===== src/rtl/wb_arbiter.sv =====
// Writeback arbiter: merges ALU and load-unit results into one register-file
// write port, MEM-first with a bounded starvation guard for the ALU.
module wb_arbiter #(
    parameter int unsigned STARVE_LIMIT = 3
) (
    input  logic        clk,
    input  logic        rst_n,
    input  logic        stall,
    input  logic        alu_valid,
    input  logic [4:0]  alu_rd,
    input  logic [31:0] alu_data,
    output logic        alu_ready,
    input  logic        mem_valid,
    input  logic [4:0]  mem_rd,
    input  logic [31:0] mem_data,
    output logic        mem_ready,
    output logic        we,
    output logic [4:0]  rd_addr,
    output logic [31:0] rd_data,
    output logic [31:0] pending_mask
);

    localparam int unsigned CW =
        (STARVE_LIMIT < 1) ? 1 : $clog2(STARVE_LIMIT + 1);
    localparam logic [CW-1:0] LIMIT = CW'(STARVE_LIMIT);

    logic [CW-1:0] starve_cnt;
    logic          starved;
    logic          open;
    logic          grant_alu;
    logic          grant_mem;
    logic          xfer;
    logic [4:0]    sel_rd;
    logic [31:0]   sel_data;

    assign starved = (starve_cnt == LIMIT);

    // Reset gates the grants so nothing is accepted while rst_n is low.
    assign open = rst_n && !stall;

    always_comb begin
        grant_alu = 1'b0;
        grant_mem = 1'b0;
        if (open) begin
            grant_alu = alu_valid && (!mem_valid || starved);
            grant_mem = mem_valid && !grant_alu;
        end
    end

    assign alu_ready = grant_alu;
    assign mem_ready = grant_mem;
    assign xfer      = grant_alu || grant_mem;
    assign sel_rd    = grant_alu ? alu_rd : mem_rd;
    assign sel_data  = grant_alu ? alu_data : mem_data;

    always_ff @(posedge clk or negedge rst_n) begin
        if (!rst_n) begin
            starve_cnt <= '0;
        end else if (stall) begin
            starve_cnt <= starve_cnt;
        end else if (!alu_valid || grant_alu) begin
            starve_cnt <= '0;
        end else if (grant_mem && !starved) begin
            starve_cnt <= starve_cnt + 1'b1;
        end
    end

    // x0 writes are accepted but dropped here, leaving address/data as-is.
    always_ff @(posedge clk or negedge rst_n) begin
        if (!rst_n) begin
            we      <= 1'b0;
            rd_addr <= '0;
            rd_data <= '0;
        end else begin
            we <= xfer && (sel_rd != 5'd0);
            if (xfer && (sel_rd != 5'd0)) begin
                rd_addr <= sel_rd;
                rd_data <= sel_data;
            end
        end
    end

    always_comb begin
        pending_mask = '0;
        if (we) begin
            pending_mask[rd_addr] = 1'b1;
        end
        pending_mask[0] = 1'b0;
    end

endmodule


===== config.mk =====
export PLATFORM = sky130hd
export DESIGN_NAME = wb_arbiter
export DESIGN_NICKNAME = d
export VERILOG_FILES = /design/src/rtl/wb_arbiter.sv
export SDC_FILE = /design/constraint.sdc
export NUM_CORES = 1
export LEC_CHECK = 0
export ABC_AREA = 0
export BUFFER_PORTS_ARGS = -buffer_cell sky130_fd_sc_hd__buf_2
export CORE_ASPECT_RATIO = 1.25
export CORE_MARGIN = 3
export CORE_UTILIZATION = 45
export DETAILED_ROUTE_END_ITERATION = 8
export GPL_TIMING_DRIVEN = 0
export PLACE_DENSITY_LB_ADDON = 0.05
export SLEW_MARGIN = 30
export SYNTH_ARGS = -nofsm -noshare
export SYNTH_HDL_FRONTEND = slang
export SYNTH_SLANG_ARGS = --single-unit

===== constraint.sdc =====
create_clock -name clk -period 3.9 [get_ports clk]
set_input_delay 0.78 -clock clk [delete_from_list [all_inputs] [get_ports clk]]
set_output_delay 0.78 -clock clk [all_outputs]
set_load 0.005 [all_outputs]

==> out/results.ini <==
[cts]
cts_root_buf=clkbuf_8
cts_tree=built
clk_pin_slew_ns=0.08
cts_setup_buffers=0
post_cts_resized=0
cts_max_level=2
cts-hold-fix-buffers=0
cts_buffer_depth=2
cts_buffers=5
clkLatencyLatePin_ns=0.29
cts_sinks=40

[sta]
fmax_mhz=346
min_period_ns=2.89
finalHoldViolCount=0
drv_slew=0
finalSetupViolCount=0
maxSlewHeadroom_pct=63.8
setup_tns_ns=0
grt_setup_unrepaired=no
skew_ns=0.00284
period_share_pct=74.0
worst_slew_pin_slew_ns=0.544

[global_routing]
grt_use_met3_pct=6.92
antenna_found_initial=0
use_met1_pct=25.3
grtUsageMet2_pct=36.4
gr-total-overflow=0
top_usage_layer=met2
grt_use_total_pct=21.1
grt_first_pass_wirelength_mm=10.2
grt_max_degree=44
grt_pass1_vias=2160

[worst_setup_path]
r2r_cells=6
rrSetupSlack_ns=2.00
critPathArrivalTime_ns=2.11
crit_type=in -> out
cp_top_family=buffers and inverters
setup.worst_path.end_class=output port
rr_endpoint=rd_data[3]$_DFFE_PN0P_
crit_required_ns=3.12
crit_slowest_cell=buf_4
cp.buffers_inverters=3
crit_path_max_fanout=43
cp_cell_sequence=buf_4 -> nor2b_4 -> nand3_2 -> inv_2 -> buf_2
cp-start-kind=input pin
slowest_delay_ns=0.43
rr_startpoint=starve_cnt[0]$_DFFE_PN0P_

[yosys]
yosys.area_share.simple_pct=13.0
synth_top_area_share_pct=44.0
synth_edf_count=0
synth_top_flop_cell=dfrtp_1
synth_top_family_by_area=compound AO/OA/AOI/OAI gates
yosys.area.top_type=dfrtp_1
synth_nets=279
synth_common_cells=dfrtp_1 (40), o22ai_1 (34), nor2_1 (31)
yosys.area_share.xor_xnor_pct=0
synth_compound_area_share_pct=35.1
yosysSeqAreaShare_pct=44.0
syn_area_per_cell_um2=11.4
yosys_warnings=0
synth_cells=199
yosysUniqueCellTypes=34
yosys-mux-area-fraction_pct=1.43
post-synth-top-count-cell=dfrtp_1
synthArstFlopShare_pct=100
netlist_area_mm2=0.00227
synth.area.top_cells=dfrtp_1 (44%), a2bb2oi_2 (20%), o22ai_1 (9.4%), nor2_1 (5.1%), buf_6 (3.0%)
synth-seq-cells=40
synth_fa_ha_area_share_pct=0.550

[placement]
port_buffers=149
gp_congestion=0.919
dp_hpwl_mm=4.88

[power_and_ir_drop]
p_clk_share_pct=28.7
p_int_uw=928
seqPwrFrac_pct=43.2
p_leak_uw=0.00154
switching_share_pct=27.5
pwr-share-comb_pct=28.1
switchingPower_uw=352
power_density_mw_per_mm2=397
peakVddDrop_v=0.000236
p_total_uw=1280

[detailed_routing]
drtIter0Drc=104
firstDrtPassIters=4
wirelength_mm=6.24
wl_per_cell_um=15.0
vias_per_cell=5.35
drc=0
vias=2227
postRouteAntennaNets=0

[floorplanning]
fp-row-count=28
initial_core_util_pct=47.4
die_area_mm2=0.00595
num_io_pins=151
core-area_mm2=0.00480
die_h_um=85.5
die_w_um=69.6

[hold_path]
hp-class=in -> async

[run_status]
status=finished clean

[final_layout]
syn_to_final_growth_pct=41.7
drive_above_1_share_pct=60.1
final.fill_count=401
nets=435
fin_util_pct=67.2
n_antenna_cell=0

[job]
maxCapViolCount=0

==> power groups by stage <==
stage / clock [uW] / combinational (uW) / sequential (uW)
after floorplan: 0 / 193 / 565
after global placement: 0 / 357 / 558
after detailed placement: 0 / 365 / 559
after CTS: 375 / 364 / 553
after global routing: 391 / 395 / 565
final: 367 / 359 / 553
==> worst max-delay path by stage <==
stage                     cells past startpoint   from        end  slack, ns
after floorplan                               3  rst_n  mem_ready       1.85
after global placement                        5  rst_n  mem_ready       0.66
after detailed placement                      5  rst_n  mem_ready       0.64
after CTS                                     5  rst_n  mem_ready       0.64
after global routing                          5  rst_n  mem_ready       0.90
final                                         5  rst_n  mem_ready       1.01
==> sequential cells by signal, summed over array words and instances, names as in the netlist <==
signal,flops
rd_data,32
rd_addr,5
starve_cnt,2
we,1
==> routing by layer <==
| layer | wire [um] | vias up |
|---|---|---|
| met1 | 2470 | 1028 |
| met4 | 85 | 0 |
| met3 | 601 | 8 |
| met2 | 3090 | 115 |
| met5 | 0 | - |
| li1 | - | 1076 |
==> final cells by class <==
class	count	area, um2	share of cell area (%)
clock inverters	1	30.0	0.931
repair buffers	149	748	23.2
multi-input cells	138	1140	35.5
inverters	7	26.3	0.815
well taps	60	75.1	2.33
flip-flops and latches	40	1000	31.0
plain buffers	14	104	3.22
clock buffers	7	96.3	2.99
==> cells by family (layout without fill, tap and decap cells) <==
kind of cell	after synthesis	in the layout
AO/OA/AOI/OAI	79	79
flip-flops	40	40
multiplexers	2	2
other	1	1
AND/OR/NAND/NOR	55	55
adder cells (fa/ha/maj)	1	1
buffers and inverters	21	178
==> per-stage QoR <==
step,hold WS (ns),cell area [um2],setup slack [ns],std cells
2_1_floorplan,0.484,2270,1.85,199
3_3_place_gp,0.500,3100,0.657,408
3_5_place_dp,0.507,3100,0.639,408
4_1_cts,0.525,3220,0.643,416
5_1_grt,0.488,3220,0.897,416
6_report,0.464,3220,1.01,416
==> cell usage in the layout, fill, tap and decap left out, drive strengths merged <==
master and count:
mux2i 2, buf 158, nand2 2, a2bb2oi 34, a221o 1, or4 2
a22o 2, nor2b 2, clkbuf 12, or2b 1, o22ai 35, a211oi 1
nor2 33, a22oi 2, nand3 11, o21bai 1, dfrtp 40, inv 7
conb 1, or3 4, ha 1, bufinv 1, o21ai 3
Note: power is estimated with default switching activity, not from simulation.
